`config.mk`:
```
export PLATFORM = sky130hd
export DESIGN_NAME = coin_credit_collector_flat
export DESIGN_NICKNAME = d
export VERILOG_FILES = /design/src/rtl/coin_credit_if.sv /design/src/rtl/coin_credit_collector.sv /design/src/flat_wrapper.sv
export SDC_FILE = /design/constraint.sdc
export NUM_CORES = 1
export LEC_CHECK = 0
export ABC_AREA = 0
export CORE_ASPECT_RATIO = 0.5
export CORE_MARGIN = 4
export CORE_UTILIZATION = 40
export DETAILED_ROUTE_END_ITERATION = 8
export PLACE_DENSITY = 0.65
export SLEW_MARGIN = 15
export SYNTH_ARGS = -nofsm -noshare
export SYNTH_HDL_FRONTEND = slang
export SYNTH_SLANG_ARGS = --single-unit
```
`constraint.sdc`:
```
create_clock -name clk -period 5.5 [get_ports clk]
set_input_delay 1.1 -clock clk [delete_from_list [all_inputs] [get_ports clk]]
set_output_delay 1.1 -clock clk [all_outputs]
set_load 0.01 [all_outputs]
```
`src/rtl/coin_credit_if.sv`:
```
// Bundle of the coin/keypad/vend-stage signals seen by the credit collector.
// slave: the collector's view; master: the environment that drives it.
interface coin_credit_if #(
  parameter int unsigned CREDIT_W = 4
);
  logic                coin_valid;
  logic [1:0]          coin_value;
  logic                sel_valid;
  logic [2:0]          sel_code;
  logic                cancel;
  logic                rsp_valid;
  logic                rsp_dispense;
  logic [CREDIT_W-1:0] rsp_change;
  logic                rsp_out_of_stock;
  logic [CREDIT_W-1:0] money_in;
  logic [2:0]          product_code;
  logic                txn_valid;
  logic [CREDIT_W-1:0] credit;
  logic                coin_reject;
  logic                refund_valid;
  logic [CREDIT_W-1:0] refund;
  logic                busy;

  modport slave (
    input  coin_valid, coin_value, sel_valid, sel_code, cancel,
           rsp_valid, rsp_dispense, rsp_change, rsp_out_of_stock,
    output money_in, product_code, txn_valid, credit, coin_reject,
           refund_valid, refund, busy
  );

  modport master (
    output coin_valid, coin_value, sel_valid, sel_code, cancel,
           rsp_valid, rsp_dispense, rsp_change, rsp_out_of_stock,
    input  money_in, product_code, txn_valid, credit, coin_reject,
           refund_valid, refund, busy
  );
endinterface

```
`src/rtl/coin_credit_collector.sv`:
```
// Vending front-end: accumulates coin credit, issues one transaction to the
// vend stage, then returns change or refunds on cancel/timeout.
module coin_credit_collector #(
  parameter int unsigned CREDIT_W    = 4,
  parameter int unsigned MAX_CREDIT  = 15,
  parameter int unsigned TIMEOUT_CYC = 1000,
  parameter int unsigned TO_W        = 10
) (
  input  logic         clk,
  input  logic         reset,
  coin_credit_if.slave bus_io
);

  localparam int unsigned SumW = CREDIT_W + 1;
  localparam logic [TO_W-1:0] TimerLast = TO_W'(TIMEOUT_CYC - 1);
  localparam logic [SumW-1:0] MaxSum = SumW'(MAX_CREDIT);

  typedef enum logic [2:0] {
    StIdle,
    StCollect,
    StRequest,
    StWaitRsp,
    StRefund
  } state_e;

  state_e              state_q, state_d;
  logic [CREDIT_W-1:0] credit_q, credit_d;
  logic [CREDIT_W-1:0] money_in_q, money_in_d;
  logic [CREDIT_W-1:0] refund_q, refund_d;
  logic [2:0]          product_code_q, product_code_d;
  logic                txn_valid_q, txn_valid_d;
  logic                coin_reject_q, coin_reject_d;
  logic                refund_valid_q, refund_valid_d;
  logic [TO_W-1:0]     timer_q, timer_d;

  logic [SumW-1:0]     coin_amt;
  logic [SumW-1:0]     coin_sum;
  logic                coin_fits;
  logic                coin_accept;
  logic [CREDIT_W-1:0] credit_post;
  logic                timeout;

  // Out-of-stock is informational only; the dispense flag drives all decisions.
  logic unused_oos;
  assign unused_oos = bus_io.rsp_out_of_stock;

  // Decode the coin code to its value.
  always_comb begin
    case (bus_io.coin_value)
      2'b00:   coin_amt = SumW'(1);
      2'b01:   coin_amt = SumW'(2);
      2'b10:   coin_amt = SumW'(5);
      default: coin_amt = SumW'(10);
    endcase
  end

  // One extra bit on the sum so an overflowing coin cannot wrap into range.
  assign coin_sum    = {1'b0, credit_q} + coin_amt;
  assign coin_fits   = (coin_sum <= MaxSum);
  assign coin_accept = bus_io.coin_valid && coin_fits;
  assign credit_post = coin_accept ? coin_sum[CREDIT_W-1:0] : credit_q;
  assign timeout     = (timer_q == TimerLast);

  // Next-state and registered-output logic.
  always_comb begin
    state_d        = state_q;
    credit_d       = credit_q;
    money_in_d     = money_in_q;
    product_code_d = product_code_q;
    txn_valid_d    = 1'b0;
    coin_reject_d  = 1'b0;
    refund_valid_d = 1'b0;
    refund_d       = '0;
    timer_d        = timer_q;

    unique case (state_q)
      StIdle: begin
        timer_d = '0;
        if (bus_io.coin_valid) begin
          if (coin_fits) begin
            credit_d = coin_sum[CREDIT_W-1:0];
            state_d  = StCollect;
          end else begin
            coin_reject_d = 1'b1;
          end
        end
      end

      StCollect: begin
        // The coin is resolved first so cancel/select see the updated credit.
        coin_reject_d = bus_io.coin_valid && !coin_fits;
        credit_d      = credit_post;
        timer_d       = coin_accept ? '0 : timer_q + TO_W'(1);
        if (bus_io.cancel) begin
          refund_valid_d = (credit_post != '0);
          refund_d       = credit_post;
          state_d        = StRefund;
        end else if (bus_io.sel_valid) begin
          product_code_d = bus_io.sel_code;
          money_in_d     = credit_post;
          txn_valid_d    = 1'b1;
          state_d        = StRequest;
        end else if (!coin_accept && timeout) begin
          refund_valid_d = (credit_post != '0);
          refund_d       = credit_post;
          state_d        = StRefund;
        end
      end

      StRequest: begin
        // Credit is committed to the vend stage; no more coins until it answers.
        coin_reject_d = bus_io.coin_valid;
        timer_d       = '0;
        state_d       = StWaitRsp;
      end

      StWaitRsp: begin
        coin_reject_d = bus_io.coin_valid;
        timer_d       = timer_q + TO_W'(1);
        if (bus_io.rsp_valid) begin
          timer_d = '0;
          if (bus_io.rsp_dispense) begin
            credit_d       = '0;
            money_in_d     = '0;
            refund_valid_d = (bus_io.rsp_change != '0);
            refund_d       = bus_io.rsp_change;
            state_d        = StIdle;
          end else begin
            state_d = StCollect;
          end
        end else if (timeout) begin
          refund_valid_d = (credit_q != '0);
          refund_d       = credit_q;
          state_d        = StRefund;
        end
      end

      StRefund: begin
        // The refund pulse is already on the outputs; settle back to empty.
        coin_reject_d = bus_io.coin_valid;
        credit_d      = '0;
        money_in_d    = '0;
        timer_d       = '0;
        state_d       = StIdle;
      end

      default: begin
        credit_d   = '0;
        money_in_d = '0;
        timer_d    = '0;
        state_d    = StIdle;
      end
    endcase
  end

  // State and output registers; reset discards any credit without refunding.
  always_ff @(posedge clk or posedge reset) begin
    if (reset) begin
      state_q        <= StIdle;
      credit_q       <= '0;
      money_in_q     <= '0;
      product_code_q <= '0;
      txn_valid_q    <= 1'b0;
      coin_reject_q  <= 1'b0;
      refund_valid_q <= 1'b0;
      refund_q       <= '0;
      timer_q        <= '0;
    end else begin
      state_q        <= state_d;
      credit_q       <= credit_d;
      money_in_q     <= money_in_d;
      product_code_q <= product_code_d;
      txn_valid_q    <= txn_valid_d;
      coin_reject_q  <= coin_reject_d;
      refund_valid_q <= refund_valid_d;
      refund_q       <= refund_d;
      timer_q        <= timer_d;
    end
  end

  assign bus_io.money_in     = money_in_q;
  assign bus_io.product_code = product_code_q;
  assign bus_io.txn_valid    = txn_valid_q;
  assign bus_io.credit       = credit_q;
  assign bus_io.coin_reject  = coin_reject_q;
  assign bus_io.refund_valid = refund_valid_q;
  assign bus_io.refund       = refund_q;
  assign bus_io.busy         = (state_q == StRequest) || (state_q == StWaitRsp) ||
                               (state_q == StRefund);

endmodule

```
`src/flat_wrapper.sv`:
```
// flat-port wrapper written by rule: the top's interface ports become plain ports
module coin_credit_collector_flat 
#(
  parameter int unsigned CREDIT_W    = 4,
  parameter int unsigned MAX_CREDIT  = 15,
  parameter int unsigned TIMEOUT_CYC = 1000,
  parameter int unsigned TO_W        = 10
)
  (clk, reset, bus_io_coin_valid, bus_io_coin_value, bus_io_sel_valid, bus_io_sel_code, bus_io_cancel, bus_io_rsp_valid, bus_io_rsp_dispense, bus_io_rsp_change, bus_io_rsp_out_of_stock, bus_io_money_in, bus_io_product_code, bus_io_txn_valid, bus_io_credit, bus_io_coin_reject, bus_io_refund_valid, bus_io_refund, bus_io_busy);
  coin_credit_if #(.CREDIT_W(CREDIT_W)) bus_io_i ();
  input  logic clk;
  input  logic reset;
  input wire logic [$bits(bus_io_i.coin_valid)-1:0] bus_io_coin_valid;
  input wire logic [$bits(bus_io_i.coin_value)-1:0] bus_io_coin_value;
  input wire logic [$bits(bus_io_i.sel_valid)-1:0] bus_io_sel_valid;
  input wire logic [$bits(bus_io_i.sel_code)-1:0] bus_io_sel_code;
  input wire logic [$bits(bus_io_i.cancel)-1:0] bus_io_cancel;
  input wire logic [$bits(bus_io_i.rsp_valid)-1:0] bus_io_rsp_valid;
  input wire logic [$bits(bus_io_i.rsp_dispense)-1:0] bus_io_rsp_dispense;
  input wire logic [$bits(bus_io_i.rsp_change)-1:0] bus_io_rsp_change;
  input wire logic [$bits(bus_io_i.rsp_out_of_stock)-1:0] bus_io_rsp_out_of_stock;
  output wire logic [$bits(bus_io_i.money_in)-1:0] bus_io_money_in;
  output wire logic [$bits(bus_io_i.product_code)-1:0] bus_io_product_code;
  output wire logic [$bits(bus_io_i.txn_valid)-1:0] bus_io_txn_valid;
  output wire logic [$bits(bus_io_i.credit)-1:0] bus_io_credit;
  output wire logic [$bits(bus_io_i.coin_reject)-1:0] bus_io_coin_reject;
  output wire logic [$bits(bus_io_i.refund_valid)-1:0] bus_io_refund_valid;
  output wire logic [$bits(bus_io_i.refund)-1:0] bus_io_refund;
  output wire logic [$bits(bus_io_i.busy)-1:0] bus_io_busy;
  assign bus_io_i.coin_valid = bus_io_coin_valid;
  assign bus_io_i.coin_value = bus_io_coin_value;
  assign bus_io_i.sel_valid = bus_io_sel_valid;
  assign bus_io_i.sel_code = bus_io_sel_code;
  assign bus_io_i.cancel = bus_io_cancel;
  assign bus_io_i.rsp_valid = bus_io_rsp_valid;
  assign bus_io_i.rsp_dispense = bus_io_rsp_dispense;
  assign bus_io_i.rsp_change = bus_io_rsp_change;
  assign bus_io_i.rsp_out_of_stock = bus_io_rsp_out_of_stock;
  assign bus_io_money_in = bus_io_i.money_in;
  assign bus_io_product_code = bus_io_i.product_code;
  assign bus_io_txn_valid = bus_io_i.txn_valid;
  assign bus_io_credit = bus_io_i.credit;
  assign bus_io_coin_reject = bus_io_i.coin_reject;
  assign bus_io_refund_valid = bus_io_i.refund_valid;
  assign bus_io_refund = bus_io_i.refund;
  assign bus_io_busy = bus_io_i.busy;
  coin_credit_collector #(.CREDIT_W(CREDIT_W), .MAX_CREDIT(MAX_CREDIT), .TIMEOUT_CYC(TIMEOUT_CYC), .TO_W(TO_W)) u_core (.clk(clk), .reset(reset), .bus_io(bus_io_i));
endmodule
```
==> results of run 1 <==
sequential cells by signal, indices dropped and copies added, names as in the netlist, 3 cells and up:
signal	cells
u_core.timer_q	10
u_core.bus_io.refund	4
u_core.bus_io.product_code	3
u_core.bus_io.money_in	4
u_core.bus_io.credit	4
u_core.state_q	3
stage by stage:
step,hold WS [ps],power (W)
floorplan,455,0.000698
global placement,460,0.000886
detailed placement,465,0.000892
CTS,481,0.00116
global route,501,0.00124
finish,477,0.00115
Yosys cell counts (all sizes together):
master | n | share of area
ha | 5 | 0.037
and3 | 4 | 0.015
inv | 4 | 0.0088
o21ai | 4 | 0.012
nand4 | 1 | 0.0073
fa | 1 | 0.012
nor3b | 2 | 0.0088
nand2b | 2 | 0.0073
a221o | 1 | 0.0059
nand4b | 1 | 0.0051
nand2 | 24 | 0.053
mux2 | 3 | 0.020
xor2 | 4 | 0.021
a21o | 2 | 0.0088
a2bb2oi | 1 | 0.0051
o22a | 3 | 0.015
o32ai | 4 | 0.021
buf | 4 | 0.013
or3 | 1 | 0.0066
dfrtp | 31 | 0.45
a32oi | 4 | 0.021
nand3b | 3 | 0.013
a211oi | 1 | 0.0044
mux2i | 4 | 0.023
a31oi | 2 | 0.0073
and2 | 2 | 0.0073
a2111oi | 1 | 0.0088
or4 | 1 | 0.0044
clkbuf | 2 | 0.0044
a21oi | 6 | 0.020
o22ai | 2 | 0.0073
or3b | 1 | 0.0051
xnor2 | 6 | 0.031
nand3 | 3 | 0.0088
a31o | 1 | 0.0051
nor2 | 28 | 0.065
nor3 | 4 | 0.018
nor4 | 1 | 0.0037
nor2b | 2 | 0.0073
final cells by class:
class / instances / area (sq um)
fill: 375 / 1780
multi-input combinational: 135 / 886
sequential: 31 / 776
timing repair buffer: 35 / 348
clock buffer: 6 / 72.6
tap: 54 / 67.6
clock inverter: 2 / 60.1
inverter: 4 / 15.0
power groups by stage:
stage                     Clock (W)  Combinational [W]  Sequential, W
after detailed placement          0           0.000511       0.000381
after CTS                  0.000269           0.000515       0.000378
after global placement            0           0.000507       0.000378
after global routing       0.000281           0.000565       0.000391
after floorplan                   0           0.000329       0.000369
final                      0.000264           0.000511       0.000379
worst max-delay path, stage by stage:
cell and delay (ps):
clkdlybuf4s50_1 570, inv_1 70, ha_1 210, fa_1 410, a21o_1 220, a21oi_2 500, mux2i_1 320, nor2_1 110
mux2_2 280
routing by layer:
metal	vias up	routed length (um)	global-route usage
met5	-	0	0
met4	0	78	0.0671
met3	10	177	0.0401
met2	37	1600	0.225
met1	666	1780	0.197
li1	695	-	-
cell families after synthesis:
family,count (synthesis),synth area share
xor+xnor,10,0.0513
buf+inv,10,0.0264
flops,31,0.455
simple gates,80,0.235
fa+ha+maj,6,0.0484
mux,7,0.0433
compound gates,32,0.141
worst min-delay path by stage:
stage                     cells past startpoint                                   endpoint
after floorplan                               1                u_core.timer_q[0]$_DFF_PP0_
after global placement                        2  u_core.bus_io.product_code[2]$_DFFE_PP0P_
after detailed placement                      2  u_core.bus_io.product_code[2]$_DFFE_PP0P_
after CTS                                     2  u_core.bus_io.product_code[2]$_DFFE_PP0P_
after global routing                          2  u_core.bus_io.product_code[2]$_DFFE_PP0P_
final                                         2  u_core.bus_io.product_code[2]$_DFFE_PP0P_
cell usage in the layout (no fill, tap or decap), types with 2 or more instances in the layout:
cell	count
mux2_2	3
ha_1	5
bufinv_16	2
a32oi_1	4
o21ai_0	4
o22ai_1	2
xor2_1	4
nor2_1	26
a21oi_1	5
mux2i_1	4
nand2_1	24
nand3b_1	3
nor3_1	2
dfrtp_1	31
o22a_1	3
nor2_2	2
nor3_2	2
a21o_1	2
nand2b_1	2
o32ai_1	4
a31oi_1	2
clkdlybuf4s50_1	34
and3_1	3
inv_1	4
and2_1	2
xnor2_1	6
nor2b_1	2
clkbuf_8	5
nor3b_1	2
nand3_1	3
==> results_dict.tcl, run 1 <==
set metrics [dict create \
    initial_utilization 0.426 \
    peakVddDrop_mv 0.169 \
    cts_max_level 2 \
    cp-end-kind "flop" \
    dieArea_sq_mm 0.00544 \
    fin_util 0.556 \
    avgSynthCellArea_sq_um 9.70 \
    synth_cell_types 44 \
    port_buffers 34 \
    stdcell_area_sq_mm 0.00222 \
    worst_slew_pin_slew_ps 616 \
    setup_violations 0 \
    area_growth_pct 30.4 \
    drive_above_1_share 0.0986 \
    viasPerCell 5.27 \
    wl_per_cell_um 13.6 \
    core-area_sq_mm 0.00400 \
    fin_nets 235 \
    placed_area_sq_mm 0.00209 \
    fin_crit_sh 0.657 \
    placementRows 16 \
    setup_slack_ps 1880 \
    ys_warn_count 0 \
    hold_viol 0 \
    hp-class "flop to flop" \
    combinationalPowerShare 0.443 \
    cts_setup_buffers 0 \
    relSlewSlack 0.589 \
    critPathLaunch "bus_io_coin_value[0]" \
    min_from "u_core.bus_io.product_code[2]$_DFFE_PP0P_" \
    dr.first_iter.drc_count 70 \
    fp.dieW_um 100 \
    reg2reg_from "u_core.bus_io.credit[0]$_DFFE_PP0P_" \
    clk_latency_ps 290 \
    r2r_cells 7 \
    syn_area_sq_mm 0.00171 \
    cts_tree "yes" \
    r2r_end "u_core.bus_io.money_in[1]$_DFFE_PP0P_" \
    cp_data_required_time_ps 5670 \
    cp_data_arrival_time_ps 3790 \
    fp.dieH_um 54.2 \
    final_antenna_net_count 0 \
    routabilityCongestion 0.801 \
    reg2reg_slack_ps 2830 \
    cts-resized-gates 0 \
    syn_nets 199 \
    pwr-share-seq 0.328 \
    ioPinCount 36 \
    path_clk_slew_ps 70 \
    dr.pass1.iters 4 \
    status "completed" \
    drv_cap 0 \
    slew_violations 0 \
    endpoint "u_core.bus_io.money_in[1]$_DFFE_PP0P_" \
    pwr-share-clk 0.229 \
    antenna_found_initial 0 \
    p_leak_nw 0.975 \
    grt_first_pass_wirelength_um 6100 \
    syn_inst 176 \
    finalWirelength_um 3640 \
    cts_hold_buffers 0 \
    vias 1408 \
    path_max_fanout 12 \
    fin_cells 267 \
    dp_slack_ps 1590 \
    root_buffer "clkbuf_8" \
    grt_max_degree 32 \
    ys_seq_elements 31 \
    clock.fmax_mhz 277 \
    cts.sinks 31 \
    drc_errors 0 \
    worst_clock_skew_ps 5.49 \
    num_antenna_cells 0 \
    grt_pass1_vias 1288 \
    swShare 0.364 \
    p_sw_w 0.000420 \
    numCtsBuffers 5 \
    seq_area_frac_synth 0.455 \
    rsz0062_at_grt "false" \
    clockBufferDepth 2 \
    place_inst 259 \
    grt_overflow 0 \
    grt_use_total 0.147 \
    crit_path_start_kind "primary input" \
    p_per_area_mw_per_mm2 519 \
    hpwl_um 2730 \
    tns_ps 0 \
    p_int_w 0.000733 \
    path_class "primary input to flop" \
    min_period_ps 3620 \
]
Power figures use the tool's default switching activity.
==> run 2: changes to the inputs <==
Settings changed: PLACE_DENSITY 0.65 to 0.68.
Clock period 5.5 ns to 3.2 ns, I/O delays scaled along.
==> results_dict.tcl, run 2 (synthesis results as in run 1) <==
set metrics [dict create \
    routabilityCongestion 0.765 \
    fin_cells 269 \
    final_antenna_net_count 0 \
    worst_clock_skew_ps 5.18 \
    largest_reg_flops 10 \
    dieArea_sq_mm 0.00544 \
    fin_util 0.551 \
    hp-class "flop to flop" \
    p_leak_nw 0.965 \
    grt_use_total 0.155 \
    min_period_ps 2780 \
    p_per_area_mw_per_mm2 836 \
    clk_latency_ps 290 \
    path_clk_slew_ps 60 \
    peakVddDrop_mv 0.259 \
    place_inst 261 \
    clock.fmax_mhz 360 \
    ioPinCount 36 \
    cts_hold_buffers 0 \
    setup_violations 0 \
    finalWirelength_um 3700 \
    reg2reg_slack_ps 780 \
    cp_data_arrival_time_ps 2950 \
    max_stage_delay_ps 480 \
    area_growth_pct 29.2 \
    grt_overflow 0 \
    vias 1435 \
    cp_data_required_time_ps 3370 \
    cts.sinks 31 \
    wl_per_cell_um 13.7 \
    initial_utilization 0.426 \
    path_cells "clkdlybuf4s50_1 -> inv_1 -> ha_1 -> fa_1 -> a21o_1 -> a21oi_2 -> buf_12 -> mux2i_1 -> nor2_1 -> mux2_2" \
    dr.pass1.iters 4 \
    placementRows 16 \
    fp.dieW_um 100 \
    stdcell_area_sq_mm 0.00220 \
    layout_commonest_cell "clkdlybuf4s50_1" \
    viasPerCell 5.33 \
    port_buffers 34 \
    path_max_fanout 12 \
    mostFrequentLayoutCells "clkdlybuf4s50_1, dfrtp_1, nor2_1" \
    worst_slew_pin_slew_ps 528 \
    fin_crit_sh 0.868 \
    slew_violations 0 \
    root_buffer "clkbuf_8" \
    numCtsBuffers 5 \
    fin_nets 237 \
    status "completed" \
    cts_max_level 2 \
    regMostFlops "u_core.timer_q" \
    finalPower_w 0.00184 \
    hold_viol 0 \
    cts-resized-gates 0 \
    grt_max_degree 32 \
    grt_first_pass_wirelength_um 6360 \
    hpwl_um 2810 \
    relSlewSlack 0.645 \
    core-area_sq_mm 0.00400 \
    dr.first_iter.drc_count 47 \
    antenna_found_initial 0 \
    fp.dieH_um 54.2 \
    clockBufferDepth 2 \
    num_antenna_cells 0 \
    cts_tree "yes" \
    crit_path_start_kind "primary input" \
    grt_pass1_vias 1377 \
    drv_cap 0 \
    cpMaxStageDelayCell "clkdlybuf4s50_1" \
    drc_errors 0 \
    placed_area_sq_mm 0.00212 \
    fillerInstances 360 \
    path_class "primary input to flop" \
    tns_ps 0 \
    cp-end-kind "flop" \
    cts_setup_buffers 0 \
    rsz0062_at_grt "false" \
    drive_above_1_share 0.107 \
]
==> run 2: cell count changes in the layout (fill, tap and decap cells not counted) <==
cell,change
clkinv_2,+1
bufinv_16,-2
buf_4,+1
clkinvlp_4,+1
buf_12,+1
==> run 2: metal layers <==
layer	vias up	share of wire	global-route usage
li1	704	-	-
met1	695	0.47	0.201
met2	26	0.47	0.241
met3	10	0.039	0.0453
met4	0	0.018	0.0738
met5	-	0	0
==> run 2: through the flow <==
step                worst slack, ps  hold slack [ps]
finish                          422              474
global route                    298              492
CTS                             423              479
detailed placement              137              462
global placement                166              459
floorplan                       693              455
==> run 2: worst max-delay path: cells and delay by family <==
family | cells | cell delay [ps]
mux | 2 | 510
simple gates | 1 | 110
fa+ha+maj | 2 | 600
buf+inv | 3 | 680
compound gates | 2 | 410
==> run 2: path summary, 6_finish.rpt <==
check                                                     startpoint  depth (start not counted)                                        end
max                                             bus_io_coin_value[0]                         10      u_core.bus_io.money_in[0]$_DFFE_PP0P_
min                        u_core.bus_io.product_code[0]$_DFFE_PP0P_                          2  u_core.bus_io.product_code[0]$_DFFE_PP0P_
max reg2reg                      u_core.bus_io.credit[0]$_DFFE_PP0P_                          8      u_core.bus_io.money_in[0]$_DFFE_PP0P_
min reg2reg                u_core.bus_io.product_code[0]$_DFFE_PP0P_                          2  u_core.bus_io.product_code[0]$_DFFE_PP0P_
max in group asynchronous                                      reset                          3              u_core.state_q[1]$_DFFE_PP0P_
min in group asynchronous                                      reset                          3  u_core.bus_io.product_code[1]$_DFFE_PP0P_
==> run 2: cell type report <==
cell class              count  area, sq um  share of cell area
clock buffers               6         72.6              0.0329
clock inverters             2         12.5             0.00568
inverters                   4         15.0             0.00681
multi-input cells         135          886               0.402
flip-flops and latches     31          776               0.352
well taps                  54         67.6              0.0306
repair buffers             37          375               0.170
==> run 2: power breakdown <==
group	internal, W	total [W]	switching [W]
clock network	0.000152	0.000301	0.000150
logic	0.000452	0.000893	0.000441
registers	0.000510	0.000648	0.000138
total	0.00111	0.00184	0.000729
